### src/rtl/sd_result_logger_if.sv
// sd_result_logger_if: write-side handshake between the result logger and the sdspihost block
interface sd_result_logger_if;
    logic        spi_busy;
    logic        spi_err;
    logic        spi_crc_err;
    logic        spi_rst;
    logic        spi_w_block;
    logic        spi_w_byte;
    logic [31:0] spi_block_addr;
    logic [7:0]  spi_data_in;
    modport master (
        input  spi_busy, spi_err, spi_crc_err,
        output spi_rst, spi_w_block, spi_w_byte, spi_block_addr, spi_data_in
    );
    modport slave (
        output spi_busy, spi_err, spi_crc_err,
        input  spi_rst, spi_w_block, spi_w_byte, spi_block_addr, spi_data_in
    );
endinterface

### src/rtl/sd_result_logger.sv
// sd_result_logger: round-robin logs two UUT byte streams as tagged 2-byte records into raw SD blocks
module sd_result_logger #(
    parameter logic [31:0] BASE_BLOCK = 32'd4096,
    parameter logic [15:0] MAX_BLOCKS = 16'd1024,
    parameter int          FIFO_DEPTH = 16,
    parameter int          RST_CYCLES = 8
) (
    input  logic                      clk,
    input  logic                      rst,
    input  logic                      start,
    input  logic                      flush,
    input  logic [7:0]                src1_data,
    input  logic                      src1_valid,
    input  logic [7:0]                src2_data,
    input  logic                      src2_valid,
    sd_result_logger_if.master        host,
    output logic                      done,
    output logic                      error,
    output logic                      overflow,
    output logic [15:0]               blocks_written
);
    localparam int AW = $clog2(FIFO_DEPTH);
    typedef enum logic [3:0] {
        IDLE, HOST_RST, WAIT_READY, WAIT_DATA, CMD, ACK, BYTE, BYTE_WAIT, COMMIT, DONE, ERROR
    } state_t;
    state_t state, state_n;
    logic [7:0] rst_cnt;
    logic [8:0] byte_cnt;
    logic seen, flush_l, ptr, cur_src, sel, cap, mid, have, grant, hs_done;
    logic [1:0] empty, full, push, pop, vld;
    logic [1:0][7:0] din, head;
    logic [15:0] bw_inc;
    assign vld = {src2_valid, src1_valid};
    assign din = {src2_data, src1_data};
    assign cap = !(state inside {IDLE, HOST_RST, DONE, ERROR});
    assign mid = state inside {CMD, ACK, BYTE, BYTE_WAIT, COMMIT};
    assign have = empty != 2'b11;
    // ptr names the preferred source; it only decides when both FIFOs hold data
    assign sel = !empty[0] && !empty[1] ? ptr : empty[0];
    assign grant = state == BYTE && !byte_cnt[0] && !flush_l;
    assign hs_done = seen && !host.spi_busy;
    assign bw_inc = blocks_written + 16'(blocks_written != MAX_BLOCKS);
    for (genvar i = 0; i < 2; i++) begin : g_fifo
        logic [7:0] mem [FIFO_DEPTH];
        logic [AW:0] wp, rp;
        assign empty[i] = wp == rp;
        assign full[i] = wp == {~rp[AW], rp[AW-1:0]};
        assign head[i] = mem[rp[AW-1:0]];
        assign pop[i] = state == BYTE && byte_cnt[0] && !flush_l && cur_src == 1'(i);
        assign push[i] = cap && vld[i] && (!full[i] || pop[i]);
        always_ff @(posedge clk) begin
            if (push[i]) mem[wp[AW-1:0]] <= din[i];
            if (!rst || start) begin
                wp <= '0;
                rp <= '0;
            end else begin
                wp <= wp + (AW+1)'(push[i]);
                rp <= rp + (AW+1)'(pop[i]);
            end
        end
    end
    always_ff @(posedge clk) state <= !rst ? IDLE : state_n;
    always_comb begin
        state_n = state;
        if (start) state_n = HOST_RST;
        else if ((host.spi_err || host.spi_crc_err) && !(state inside {IDLE, DONE})) state_n = ERROR;
        else
            case (state)
                HOST_RST:   if (rst_cnt == 8'(RST_CYCLES - 1)) state_n = WAIT_READY;
                WAIT_READY: if (!host.spi_busy) state_n = WAIT_DATA;
                WAIT_DATA:  if (have) state_n = CMD; else if (flush) state_n = DONE;
                CMD:        state_n = ACK;
                ACK:        if (hs_done) state_n = BYTE;
                BYTE:       state_n = BYTE_WAIT;
                BYTE_WAIT:  if (hs_done && byte_cnt == 9'd511) state_n = COMMIT;
                            else if (hs_done && (!byte_cnt[0] || have || flush_l)) state_n = BYTE;
                COMMIT:     if (!host.spi_busy) state_n = flush_l || flush || bw_inc == MAX_BLOCKS ? DONE : WAIT_DATA;
                default:    state_n = state;
            endcase
    end
    always_ff @(posedge clk) begin
        if (!rst || start) begin
            rst_cnt <= '0;
            byte_cnt <= '0;
            seen <= 1'b0;
            flush_l <= 1'b0;
            ptr <= 1'b0;
            cur_src <= 1'b0;
            overflow <= 1'b0;
            blocks_written <= '0;
        end else begin
            rst_cnt <= state == HOST_RST ? rst_cnt + 8'd1 : '0;
            byte_cnt <= state == CMD ? '0 : byte_cnt + 9'(state == BYTE_WAIT && state_n == BYTE);
            seen <= state_n == state && (seen || host.spi_busy);
            flush_l <= state_n inside {DONE, ERROR} ? 1'b0 : flush_l || (flush && mid);
            if (grant) begin
                cur_src <= sel;
                ptr <= !sel;
            end
            overflow <= overflow || |(vld & full & ~pop & {2{cap}});
            if (state == COMMIT && !host.spi_busy) blocks_written <= bw_inc;
        end
    end
    always_comb begin
        host.spi_rst = state inside {IDLE, HOST_RST};
        host.spi_w_block = state == CMD;
        host.spi_w_byte = state == BYTE;
        host.spi_data_in = state != BYTE || flush_l ? 8'h00 : byte_cnt[0] ? head[cur_src] : sel ? 8'hA2 : 8'hA1;
        done = state == DONE;
        error = state == ERROR;
    end
    assign host.spi_block_addr = BASE_BLOCK + {16'd0, blocks_written};
endmodule

### src/flat_wrapper.sv
// flat-port wrapper written by rule: the top's interface ports become plain ports
module sd_result_logger_flat 
#(
    parameter logic [31:0] BASE_BLOCK = 32'd4096,
    parameter logic [15:0] MAX_BLOCKS = 16'd1024,
    parameter int          FIFO_DEPTH = 16,
    parameter int          RST_CYCLES = 8
)
  (clk, rst, start, flush, src1_data, src1_valid, src2_data, src2_valid, done, error, overflow, blocks_written, host_spi_busy, host_spi_err, host_spi_crc_err, host_spi_rst, host_spi_w_block, host_spi_w_byte, host_spi_block_addr, host_spi_data_in);
  sd_result_logger_if host_i ();
  input  logic clk;
  input  logic rst;
  input  logic start;
  input  logic flush;
  input  logic [7:0] src1_data;
  input  logic src1_valid;
  input  logic [7:0] src2_data;
  input  logic src2_valid;
  output logic done;
  output logic error;
  output logic overflow;
  output logic [15:0] blocks_written;
  input wire logic [$bits(host_i.spi_busy)-1:0] host_spi_busy;
  input wire logic [$bits(host_i.spi_err)-1:0] host_spi_err;
  input wire logic [$bits(host_i.spi_crc_err)-1:0] host_spi_crc_err;
  output wire logic [$bits(host_i.spi_rst)-1:0] host_spi_rst;
  output wire logic [$bits(host_i.spi_w_block)-1:0] host_spi_w_block;
  output wire logic [$bits(host_i.spi_w_byte)-1:0] host_spi_w_byte;
  output wire logic [$bits(host_i.spi_block_addr)-1:0] host_spi_block_addr;
  output wire logic [$bits(host_i.spi_data_in)-1:0] host_spi_data_in;
  assign host_i.spi_busy = host_spi_busy;
  assign host_i.spi_err = host_spi_err;
  assign host_i.spi_crc_err = host_spi_crc_err;
  assign host_spi_rst = host_i.spi_rst;
  assign host_spi_w_block = host_i.spi_w_block;
  assign host_spi_w_byte = host_i.spi_w_byte;
  assign host_spi_block_addr = host_i.spi_block_addr;
  assign host_spi_data_in = host_i.spi_data_in;
  sd_result_logger #(.BASE_BLOCK(BASE_BLOCK), .MAX_BLOCKS(MAX_BLOCKS), .FIFO_DEPTH(FIFO_DEPTH), .RST_CYCLES(RST_CYCLES)) u_core (.clk(clk), .rst(rst), .start(start), .flush(flush), .src1_data(src1_data), .src1_valid(src1_valid), .src2_data(src2_data), .src2_valid(src2_valid), .host(host_i), .done(done), .error(error), .overflow(overflow), .blocks_written(blocks_written));
endmodule
### config.mk
export PLATFORM = sky130hd
export DESIGN_NAME = sd_result_logger_flat
export DESIGN_NICKNAME = d
export VERILOG_FILES = /design/src/rtl/sd_result_logger_if.sv /design/src/rtl/sd_result_logger.sv /design/src/flat_wrapper.sv
export SDC_FILE = /design/constraint.sdc
export NUM_CORES = 1
export LEC_CHECK = 0
export CORE_AREA = 2 2 182 184
export CTS_BUF_LIST = sky130_fd_sc_hd__clkbuf_16
export DETAILED_ROUTE_END_ITERATION = 8
export DIE_AREA = 0 0 184 186
export SLEW_MARGIN = 20
export SYNTH_ARGS = -nofsm -noshare
export SYNTH_HDL_FRONTEND = slang
export SYNTH_SLANG_ARGS = --single-unit
### constraint.sdc
create_clock -name clk -period 4.3 [get_ports clk]
set_input_delay 1.075 -clock clk [delete_from_list [all_inputs] [get_ports clk]]
set_output_delay 1.075 -clock clk [all_outputs]
set_load 0.02 [all_outputs]
Word-level counts from Yosys, hierarchy flattened --
Memory sizes are Yosys's and may differ from the RTL's. A register that Yosys moved wholly into a read port is not among the register bits. Cells that the tools add are included.
Storage, ports and cells: flip-flop bits (word level) 62, RAM bits 256, input bits 25, memories 2
Memories:
- u_core.g_fifo[0].mem | words 16, width 8, rd ports 1, clocked after Yosys merged registers in 1, write ports 1, RTL line sd_result_logger.sv:44 | logic [7:0] mem [FIFO_DEPTH];
- u_core.g_fifo[1].mem | words 16, width 8, rd ports 1, clocked after Yosys merged registers in 1, write ports 1, RTL line sd_result_logger.sv:44
Operators by class: $add $sub $neg 8, $lt $le $gt $ge 1, equality and inequality tests 24, muxes and demuxes 24, bitwise operators 8, reduce and logical (&&, ||, !) cells 52
Operators with widths (count):
- $mux W4 | 13
- $mux W8 | 4
- $pmux W4 S8 | 1
- $add A5 B1 Y5 | 4
- $eq A4 B3 Y1 const B | 5
- $eq A4 B4 Y1 const B | 5
- $eq A5 B5 Y1 | 4
- $logic_and A1 B1 Y1 | 19
- $add A13 B16 Y17 const A | 1
- $add A16 B1 Y16 | 1
- $eq A16 B11 Y1 const B | 1
- $ne A16 B11 Y1 const B | 1
- $logic_or A1 B1 Y1 | 12
- $logic_not A1 Y1 | 11
- $add A9 B1 Y9 | 1
- $eq A9 B9 Y1 const B | 1
- $add A8 B1 Y8 const B | 1
- $eq A4 B2 Y1 const B | 2
- $eq A8 B3 Y1 const B | 1
- $reduce_or A2 Y1 | 4
- $and A2 B2 Y2 | 3
- $reduce_bool A2 Y1 | 3
- $mux W1 | 5
- $reduce_bool A5 Y1 | 1
- 10 further kinds | 13

Longest topological paths before layout --
Gate-level depths: netlist of the first run.
word-level depth 13, gate-level depth with buffers 20, depth with buffers taken out 19

Worst setup path before layout of the first run --
Ideal clock, no wire load.
path kind flip-flop to flip-flop, start register u_core.blocks_written[12], end register u_core.byte_cnt[7], library setup time 70 ps, data arrival time 3467 ps, data required time 4230 ps, setup slack 763 ps, cell stages (with the launch flop) 19, buffers on the path 0, period minus slack after synthesis 3537 ps, path through dfxtp_1 -> inv_1 -> ha_1 -> nand2_1 -> nor3_1 -> nand4_1 -> ha_1 -> nand3_1 -> nor3_1 -> or4_1 -> a22oi_1 -> a21boi_1 -> nor2_1 -> nor4b_1 -> ha_1 -> nand3_1 -> or2_2 -> or3_1 -> a21oi_1
Between the ends: longest elaborated chain between the ends 12
Ends and longest elaborated chain:
- start: declaration | RTL line sd_result_logger.sv:20 | output logic [15:0] blocks_written
- start signal: assignment | RTL line sd_result_logger.sv:101 | if (state == COMMIT && !host.spi_busy) blocks_written <= bw_inc;
- $ne A16 B11 Y1 | RTL line sd_result_logger.sv:42 | assign bw_inc = blocks_written + 16'(blocks_written != MAX_BLOCKS);
- $add A16 B1 Y16 * | RTL line sd_result_logger.sv:42
- $eq A16 B11 Y1 * | RTL line sd_result_logger.sv:77 | COMMIT: if (!host.spi_busy) state_n = flush_l || flush || bw_inc == MAX_BLOCKS ? DONE : WAIT_DATA;
- $logic_or A1 B1 Y1 * | RTL line sd_result_logger.sv:77
- $mux W4 * (2 in a row) | RTL line sd_result_logger.sv:77
- $pmux W4 S8 * | RTL line sd_result_logger.sv:68 | case (state)
- $mux W4 * | RTL line sd_result_logger.sv:66 | else if ((host.spi_err || host.spi_crc_err) && !(state inside {IDLE, DONE})) state_n = ERROR;
- $mux W4 * | RTL line sd_result_logger.sv:65 | if (start) state_n = HOST_RST;
- $eq A4 B3 Y1 * | RTL line sd_result_logger.sv:93 | byte_cnt <= state == CMD ? '0 : byte_cnt + 9'(state == BYTE_WAIT && state_n == BYTE);
- $logic_and A1 B1 Y1 * | RTL line sd_result_logger.sv:93
- $add A9 B1 Y9 * | RTL line sd_result_logger.sv:93
- end signal: assignment | RTL line sd_result_logger.sv:93
- end: declaration | RTL line sd_result_logger.sv:28 | logic [8:0] byte_cnt;
Every way passes the cells marked *; elsewhere a longest branch is shown, timed or not. A chain may end at the register's enable or synchronous reset.

==> metrics, run 1 <==
setup ws final=0.0957 ns; largest stage delay on the critical path=slightly below 0.6 ns; CTS clock-pin slew for the worst setup and hold paths=0.06 ns; type of element capturing the critical path=output pin; slowest stage cell on the critical path=clkdlybuf4s50_1; buffer cell driving the clock tree root=clkbuf_16; achievable clock frequency=0.238 GHz; Die Footprint=34200 um^2; buffers plus inverters on the worst setup path=2; wire length of the first global-routing pass=46300 um; cell seen most often among critical-path stages=mux4_2; number of antenna cells inserted=0; placeable core area=32200 um^2; sequential cell area fraction in the yosys report=0.650; number of maximum-capacitance violations=0; Cell Rows=66; number of setup buffers added after CTS=0; hold-fix buffer count after cts=0; P per Cell Area=391 nW/um^2; I/O pins=87; class of the tightest hold or removal check=flop to flop; via count=7753; P_sw=1.26 mW; clock tree from TritonCTS=built; final critical delay including setup and external delays=4.20 ns; Post-DRT Antenna Nets=0; Fin. Hold Viols=0; effective utilization at floorplan=0.426; normalized max-slew margin=0.458; required time at the endpoint of the critical path=3.22 ns; worst-path fanout max=17; largest net degree at the start of global routing=33; buffer depth of the longest clock path=3; Vert. Die Dim=186 um; part of the total power dissipated in combinational logic=0.032; worst-case setup slack after placement=just over 0.08 ns; share of the cycle needed by the critical path after routing=0.978; synthesis-to-layout area growth=17.7%; Sink Count=318; static leakage=~5.4 nW; cells along the critical path=bufbuf_16 -> mux4_2 -> mux4_2 -> a22o_1 -> clkdlybuf4s50_1; number of I/O port buffers=71; Overall Global Routing Usage=0.180; final WL=between 20000 and 30000 um; Detail Placement HPWL=between 15000 and 20000 um; Setup Crit Path Kind=flop to output pin; number of instances in the synthesized netlist=approximately 900; commonest non-fill, non-tap cells in the layout=256 x edfxtp_1, 87 x nor2_1, 80 x mux4_2; mean routed wirelength per cell=20.8 um; met3 capacity usage during global routing=0.0338; Post-synth ARST share=0; hold_ws=0.440 ns; Setup Viol. Count Final=0; Final Slew Violations=0; final-layout setup total negative slack=0 ns; post-synthesis sequential element count=318; Crit path max-delay family=multiplexers; portion of total power attributed to sequential cells=0.528; Residual DRC=0; met2 global-route usage=0.297; Tot Pwr=6.32 mW; crit path launch type=flop; count of flip-flops with a built-in enable after synthesis=256; outcome=finished, final reports clean; first-iteration detailed-routing DRC count=508; average size of a mapped cell=roughly 15 um^2; TritonRoute pass-1 iters=5; via count of the first global-routing pass=just under 8000; arrival time worst endpoint=around 3.1 ns; Vias per Instance=5.44; remaining global-route overflow=0; prevailing post-synth register cell=edfxtp_1; Layout Skew=0.0190 ns; Clock Latency Late Sink=0.51 ns; most common cell after layout, fill and taps aside=edfxtp_1; unique cell type count in the Yosys netlist=63; share of cells above drive strength 1=0.202; maximum level of the CTS H-tree=2; horizontal die dimension=184 um; gr busiest metal=met2; total standard cell area after synthesis=13700 um^2; switching power as a share of total power=0.199; initial antenna violation count=0; met1 Use GR=0.248; setup repair after global routing missed its margin=no; count of synthesis-stage warnings from yosys=0; routability cong.=0.912; clock network fraction of total power=0.439; internal power=5.06 mW; worst vdd rail ir drop=0.214 mV; number of fillers in the final layout=2675; CTS buffer count=34; number of nets at the end of the flow=1035; slew at the pin with the worst max-slew slack=0.807 ns
==> cell type report <==
type                       instances  area, um^2  share of cell area
inverter                          16        60.1             0.00372
clock inverter                    24         183              0.0113
multi-input combinational        489        4330               0.268
sequential                       318        8930               0.553
clock buffer                      35         876              0.0542
tap                              408         510              0.0316
timing repair buffer             135        1260              0.0781
==> metrics by stage <==
stage | area (um^2) | instances | utilization
finish | 16200 | 1425 | 0.502
global route | 16200 | 1425 | 0.502
CTS | 16100 | 1425 | 0.501
detailed placement | 15000 | 1365 | 0.467
global placement | 15000 | 1365 | 0.467
floorplan | 13800 | 906 | -
==> cell usage after synthesis, types with 2 or more instances <==
cell type,number,area [um^2]
edfxtp_1,256,7690
nor2_1,87,327
mux4_2,80,1800
dfxtp_1,62,1240
xor2_1,35,307
buf_4,34,255
nand3_1,33,165
nand2_1,31,116
buf_2,22,110
nor3_1,21,105
xnor2_1,20,175
a21oi_1,19,95.1
and3_1,17,106
clkbuf_1,17,63.8
ha_1,16,200
inv_1,16,60.1
nand2b_1,10,62.6
nor2b_1,9,56.3
nor4_1,9,56.3
o21ai_0,8,40.0
nand4_1,7,43.8
buf_1,6,22.5
or3_1,6,37.5
nor3b_1,5,37.5
a22o_1,4,35.0
clkbuf_2,4,20.0
nand3b_1,4,30.0
and2_1,3,18.8
mux2i_1,3,30.0
o211ai_1,3,22.5
o21a_1,3,22.5
o22ai_1,3,18.8
or4_1,3,22.5
a21boi_1,2,15.0
mux2_2,2,22.5
nand4bb_1,2,22.5
nor3b_2,2,25.0
o31ai_1,2,15.0
or2_2,2,12.5
==> logic make-up (layout without fill, tap and decap cells) <==
| group | after synthesis | in the layout | synth area share |
|---|---|---|---|
| xor gates and xnor gates | 55 | 55 | 0.0351 |
| DFF | 318 | 318 | 0.650 |
| buffers and inverters | 99 | 210 | 0.0387 |
| and+or+nand+nor | 258 | 258 | 0.0951 |
| adders and majority gates | 16 | 16 | 0.0146 |
| muxes | 85 | 85 | 0.135 |
| other | 1 | 15 | 0.000273 |
| AOI/OAI and AO/OA | 60 | 60 | 0.0308 |
==> per-layer routing <==
metal	vias to the layer above	routed length [um]
li1	3574	-
met1	3895	13200
met2	238	14100
met3	46	1850
met4	0	584
met5	-	0
==> what timing repair did <==
item / CTS / global route
gates cloned: 1 / 0
gates resized for setup: 3 / 6
endpoints found under the setup margin: 8 / 4
==> power groups by stage <==
stage	clock network (mW)	registers, mW	logic [mW]
CTS	2.84	3.34	0.205
global route	2.98	3.34	0.225
finish	2.78	3.34	0.205
detailed placement	0	3.40	0.205
floorplan	0	3.40	0.116
global placement	0	3.40	0.202
==> flip-flops by register name (all words and copies together) (netlist names), 4 cells and up <==
register,flops
u_core.blocks_written,16
u_core.byte_cnt,9
u_core.g_fifo.mem,256
u_core.g_fifo.rp,10
u_core.g_fifo.wp,10
u_core.rst_cnt,8
u_core.state,4
==> worst paths after layout <==
path / start / to / slack [ns] / depth (start not counted)
setup / recovery: u_core.g_fifo[1].rp[0] / host_spi_data_in[6] / 0.1 / 5
hold / removal: u_core.rst_cnt[0] / u_core.rst_cnt[0] / 0.44 / 1
setup reg to reg: u_core.blocks_written[0] / u_core.byte_cnt[7] / 0.51 / 17
hold reg to reg: u_core.rst_cnt[0] / u_core.rst_cnt[0] / 0.44 / 1
No activity file was read; power rests on OpenSTA's default activity.
==> run 2: changes to the inputs <==
==> constraint.sdc (replaced) <==
create_clock -name clk -period 5.2 [get_ports clk]
set_input_delay 1.3 -clock clk [delete_from_list [all_inputs] [get_ports clk]]
set_output_delay 1.3 -clock clk [all_outputs]
set_load 0.02 [all_outputs]
==> run 2 against run 1 <==
Routed wire length fell by 2.5%; design area fell by 2.4%; clock power fell by 19%; combinational power fell by 25%; clock-buffer cell count did not move; worst hold slack improved by 0.0055 ns; critical path type unchanged; largest cell class unchanged.
==> metrics, run 2 (synthesized netlist as in run 1, its figures left out) <==
class of the tightest hold or removal check=flop to flop; Layout Skew=0.0158 ns (-0.00321 ns); effective utilization at floorplan=0.426 (unchanged); final critical delay including setup and external delays=4.76 ns; final-layout setup total negative slack=0 ns (unchanged); Overall Global Routing Usage=0.173 (-0.00700); worst vdd rail ir drop=0.174 mV (-19%); mean routed wirelength per cell=20.9 um (+0.43%); total of cells resized after clock tree synthesis=0 (-3); Layout Utilization=0.490 (-0.0119); Clock Latency Late Sink=0.51 ns (about the same); first-iteration detailed-routing DRC count=556 (+9.4%); number of setup buffers added after CTS=0 (unchanged); worst-path fanout max=18 (+1); number of cells on the worst reg-to-reg path=12 (-5); P per Cell Area=327 nW/um^2 (-16%); initial antenna violation count=0 (unchanged); share of the cycle needed by the critical path after routing=0.915; type of element capturing the critical path=output pin; TritonRoute pass-1 iters=6 (+1); hold-fix buffer count after cts=0 (unchanged); Hold Path Sink=u_core.rst_cnt[0]; static leakage=5.12 nW (-5.7%); maximum level of the CTS H-tree=2 (unchanged); CTS buffer count=35 (+2.9%); Detail Placement HPWL=18300 um (-5.7%); synthesis-to-layout area growth=14.9%; outcome=finished, final reports clean; beginning of the worst hold path=u_core.rst_cnt[0]; Vert. Die Dim=186 um (unchanged); Setup Viol. Count Final=0 (unchanged); via count=7597 (-2.0%); required time at the endpoint of the critical path=3.90 ns (+0.68 ns); CTS clock-pin slew for the worst setup and hold paths=0.06 ns (about the same); r2r endpoint=u_core.byte_cnt[7]; most common cell after layout, fill and taps aside=edfxtp_1; setup repair after global routing missed its margin=no; Cell Rows=66 (unchanged); number of maximum-capacitance violations=0 (unchanged); Final Slew Violations=0 (unchanged); met1 Use GR=0.239 (-0.00871); I/O pins=87 (unchanged); Residual DRC=0 (unchanged); max FFs per register=256 (unchanged); number of cells on the worst hold path=1 (unchanged); Vias per Instance=5.49 (+0.89%); number of fillers in the final layout=2697 (+0.82%); worst setup path startpoint=u_core.g_fifo[0].rp[0]; routability cong.=0.877 (-3.8%); remaining global-route overflow=0 (unchanged); buffer cell driving the clock tree root=clkbuf_16; Setup Crit Path Kind=flop to output pin; buffer depth of the longest clock path=3 (unchanged); clock tree from TritonCTS=built; Fin. Hold Viols=0 (unchanged); share of cells above drive strength 1=0.174 (-0.0274); gr busiest metal=met2; wire length of the first global-routing pass=44300 um (-4.2%); Post-DRT Antenna Nets=0 (unchanged); slew at the pin with the worst max-slew slack=1.08 ns (+0.277 ns); normalized max-slew margin=0.275 (-0.183); Sink Count=318 (unchanged); final WL=29000 um (-2.5%); source of the worst register-to-register timing path=u_core.g_fifo[0].rp[0]; number of nets at the end of the flow=993 (-4.1%); crit path launch type=flop; placeable core area=32200 um^2 (unchanged); horizontal die dimension=184 um (unchanged); number of antenna cells inserted=0 (unchanged); arrival time worst endpoint=3.46 ns (+0.33 ns); commonest non-fill, non-tap cells in the layout=256 x edfxtp_1, 85 x nor2_1, 80 x mux4_2; achievable clock frequency=0.210 GHz; met2 global-route usage=0.288 (-0.00875); via count of the first global-routing pass=7506 (-4.6%); Die Footprint=34200 um^2 (unchanged); largest net degree at the start of global routing=32 (-3.0%); number of I/O port buffers=71 (unchanged); met3 capacity usage during global routing=0.0293 (-0.00450); Register-to-Register Setup Slack=1.41 ns (+0.90 ns)
[run 2: cell count changes in the layout (fill, tap and decap cells not counted), sizes merged]
cell / change
dlymetal6s2s: -4
clkdlybuf4s50: +5
bufbuf: -1
buf: -42
inv: -2
dlygate4sd2: -1
clkinv: +6
bufinv: -2
[run 2: area by class of cell]
class | instances | area, um^2 | area share
tap | 408 | 510 | 0.0324
clock buffer | 35 | 876 | 0.0555
inverter | 16 | 60.1 | 0.00381
sequential | 318 | 8930 | 0.566
multi-input combinational | 489 | 4350 | 0.276
timing repair buffer | 92 | 881 | 0.0558
clock inverter | 26 | 168 | 0.0106
[run 2: critical path, stage by stage (launching register included)]
cell	delay, ns
dfxtp_2	0.76
buf_4	0.27
mux4_2	0.50
mux4_2	0.55
mux2i_1	0.15
a211oi_1	0.12
clkdlybuf4s50_1	0.58
[run 2: layer usage]
layer | vias to the layer above | share of wire
met3 | 33 | 0.053
li1 | 3491 | -
met4 | 0 | 0.018
met1 | 3850 | 0.45
met2 | 223 | 0.48
met5 | - | 0
[run 2: worst max path at each step]
stage,to,cells past startpoint
final,host_spi_data_in[0],6
after global routing,host_spi_data_in[0],6
after CTS,host_spi_data_in[0],6
after detailed placement,u_core.byte_cnt[7],12
after floorplan,host_spi_data_in[2],6
after global placement,u_core.byte_cnt[7],12
[run 2: where the power goes]
part	total [mW]	internal (mW)	leakage [nW]	switching (mW)
Sequential	2.77	2.76	2.80	0.0110
Clock	2.25	1.28	0.538	0.968
Combinational	0.153	0.0564	1.78	0.0962
[run 2: metrics by stage]
stage	cells	area [um^2]	setup WS [ns]	power [mW]	hold WS (ns)
2_1_floorplan	906	13800	1.63	2.91	0.413
3_3_place_gp	1323	14700	0.842	2.97	0.428
3_5_place_dp	1323	14700	0.805	2.97	0.437
4_1_cts	1384	15800	0.400	5.23	0.445
5_1_grt	1384	15800	0.256	5.35	0.481
6_report	1384	15800	0.441	5.17	0.445
==> run 3: changes to the inputs <==
--- a/config.mk
+++ b/config.mk
@@ -5,10 +5,11 @@
 export SDC_FILE = /design/constraint.sdc
 export NUM_CORES = 1
 export LEC_CHECK = 0
-export CORE_AREA = 2 2 182 184
+export ABC_AREA = 1
+export CORE_AREA = 2 2 184 186
 export CTS_BUF_LIST = sky130_fd_sc_hd__clkbuf_16
 export DETAILED_ROUTE_END_ITERATION = 8
-export DIE_AREA = 0 0 184 186
+export DIE_AREA = 0 0 186 188
 export SLEW_MARGIN = 20
 export SYNTH_ARGS = -nofsm -noshare
 export SYNTH_HDL_FRONTEND = slang
==> run 3 against run 2 <==
Worst hold slack gained 0.0096 ns; register-to-register slack gained 0.11 ns; critical path depth grew 2; via count grew 29%; sequential share of layout area shrank 0.98 points; design area grew 1.8%; die area grew 2.2%; critical path type unchanged; largest power group unchanged; highest routed layer unchanged.
==> metrics, run 3 <==
CTS clock-pin slew for the worst setup and hold paths=0.06 ns (about the same); TritonRoute pass-1 iters=5 (-1); Setup Viol. Count Final=0 (unchanged); cell types with the highest counts after synthesis=256 x edfxtp_1, 221 x nor2_1, 175 x nand2_1, 132 x o21ai_0, 101 x inv_1; unique cell type count in the Yosys netlist=47 (-25%); total standard cell area after synthesis=13900 um^2 (+1.5%); switching power as a share of total power=0.211 (+0.00313); CTS buffer count=35 (unchanged); synthesis-to-layout area growth=15.2%; Final Slew Violations=0 (unchanged); Cell Rows=67 (+1.5%); clock network fraction of total power=0.441 (+0.006); maximum level of the CTS H-tree=2 (unchanged); number of maximum-capacitance violations=0 (unchanged); clock tree from TritonCTS=built; number of I/O port buffers=71 (unchanged); count of flip-flops with a built-in enable after synthesis=256 (unchanged); largest area contributor in the netlist=edfxtp_1; outcome=finished, final reports clean; commonest non-fill, non-tap cells in the layout=256 x edfxtp_1, 221 x nor2_1, 175 x nand2_1; post-synthesis sequential element count=318 (unchanged); number of nets at the end of the flow=1417 (+43%); Vias per Instance=5.30 (-3.5%); part of the total power dissipated in combinational logic=0.042 (+0.012); Overall Global Routing Usage=0.189 (+0.0156); number of antenna cells inserted=0 (unchanged); mean routed wirelength per cell=17.6 um (-16%); normalized max-slew margin=0.363 (+0.0887); buffer cell driving the clock tree root=clkbuf_16; multi-input gate area in the final layout=4240 um^2 (-2.5%); effective utilization at floorplan=0.421 (-0.00525); average size of a mapped cell=10.5 um^2 (-32%); portion of total power attributed to sequential cells=0.517 (-0.019); Layout Skew=0.0187 ns (+0.00298 ns); total of cells resized after clock tree synthesis=0 (unchanged); via count=9798 (+29%); hold-fix buffer count after cts=0 (unchanged); number of setup buffers added after CTS=0 (unchanged); final WL=32500 um (+12%); Sink Count=318 (unchanged); slew at the pin with the worst max-slew slack=0.951 ns (-0.133 ns); P per Cell Area=335 nW/um^2 (+2.3%); Detail Placement HPWL=21200 um (+16%); class of the tightest hold or removal check=flop to flop; internal power=4.24 mW (+3.7%); placeable core area=33100 um^2 (+2.8%); Die Footprint=35000 um^2 (+2.2%); area fraction of the dominant cell type after synthesis=0.551 (-0.00854); Vert. Die Dim=188 um (+1.1%); share of cells above drive strength 1=0.0621 (-0.112); number of fillers in the final layout=2978 (+10%); max FFs per register=256 (unchanged); synth top area cells=edfxtp_1 55%, dfxtp_1 8.9%, nor2_1 5.9%; buffer depth of the longest clock path=3 (unchanged); Post-DRT Antenna Nets=0 (unchanged); achievable clock frequency=0.210 GHz (-0.20%); cell with the most instances after synthesis=edfxtp_1; crit path launch type=flop; final-layout setup total negative slack=0 ns (unchanged); number of instances in the synthesized netlist=1323 (+48%); Post-synth ARST share=0 (unchanged); first-iteration detailed-routing DRC count=702 (+26%); Setup Crit Path Kind=flop to output pin; static leakage=5.70 nW (+11%); horizontal die dimension=186 um (+1.1%); P_sw=1.14 mW (+5.6%); count of synthesis-stage warnings from yosys=0 (unchanged); sequential cell area fraction in the yosys report=0.640 (-0.00992); worst vdd rail ir drop=0.202 mV (+17%); Residual DRC=0 (unchanged); Tot Pwr=5.38 mW (+4.1%); arrival time worst endpoint=3.47 ns (about the same); setup repair after global routing missed its margin=no; most common cell after layout, fill and taps aside=edfxtp_1; I/O pins=87 (unchanged); routability cong.=0.875 (-0.23%); worst-path fanout max=30 (+12); prevailing post-synth register cell=edfxtp_1; initial antenna violation count=0 (unchanged); via count of the first global-routing pass=9586 (+28%); remaining global-route overflow=0 (unchanged); wire length of the first global-routing pass=51400 um (+16%); type of element capturing the critical path=output pin; area used by sequential logic in the layout=8930 um^2 (unchanged); Clock Latency Late Sink=0.52 ns (about the same); required time at the endpoint of the critical path=3.90 ns (about the same); final critical delay including setup and external delays=4.77 ns (+0.00973 ns); largest net degree at the start of global routing=67 (+110%); share of the cycle needed by the critical path after routing=0.917 (+0.00187); Fin. Hold Viols=0 (unchanged)
## run 3: critical path: stages (launching register included)
cell             delay, ns
dfxtp_2               0.41
inv_2                 0.41
a21oi_1               0.12
o311ai_0              0.60
o2111ai_1             0.24
nand2_1               0.12
a31oi_1               0.04
nor3_1                0.34
clkdlybuf4s50_1       0.68
## run 3: kinds of logic after synthesis
kind of cell,synth area share
xor+xnor,0.0176
other cells,0.000269
buf+inv,0.0590
flops,0.640
fa+ha+maj,0.0144
simple gates,0.146
compound gates,0.122
## run 3: through the flow
stage | utilization | setup slack, ns | hold WS (ns) | instances | area (um^2)
2_1_floorplan | - | 1.97 | 0.418 | 1337 | 14000
3_3_place_gp | 0.452 | 0.930 | 0.430 | 1787 | 15000
3_5_place_dp | 0.452 | 0.882 | 0.450 | 1787 | 15000
4_1_cts | 0.485 | 0.342 | 0.463 | 1849 | 16100
5_1_grt | 0.485 | 0.152 | 0.491 | 1849 | 16100
6_report | 0.485 | 0.432 | 0.455 | 1849 | 16100
## run 3: per-layer routing
layer | part of all wire | up-vias | routed length (um) | global-route usage
li1 | - | 4711 | - | -
met1 | 0.45 | 4702 | 14800 | 0.262
met2 | 0.46 | 323 | 15000 | 0.303
met3 | 0.055 | 62 | 1790 | 0.0297
met4 | 0.028 | 0 | 898 | 0.0633
met5 | 0 | - | 0 | 0
## run 3: path summary, 6_finish.rpt
path                                  start                   to  cells past startpoint  slack, ns
setup / recovery     u_core.g_fifo[1].rp[0]  host_spi_data_in[0]                      8       0.43
hold / removal            u_core.rst_cnt[0]    u_core.rst_cnt[0]                      1       0.45
setup reg to reg  u_core.blocks_written[12]   u_core.byte_cnt[7]                     25       1.52
hold reg to reg           u_core.rst_cnt[0]    u_core.rst_cnt[0]                      1       0.45
## run 3: power by group through the flow
stage          Combinational, mW  Clock [mW]  Sequential [mW]
4_1_cts                    0.227        2.41             2.78
3_5_place_dp               0.226           0             2.83
2_1_floorplan              0.138           0             2.83
6_report                   0.225        2.37             2.78
5_1_grt                    0.253        2.52             2.78
3_3_place_gp               0.223           0             2.83
## run 3: cell type report
class	count	share of cell area
inverters	107	0.0250
repair buffers	85	0.0508
clock buffers	36	0.0561
well taps	448	0.0349
multi-input cells	829	0.264
clock inverters	26	0.0127
flip-flops and latches	318	0.556
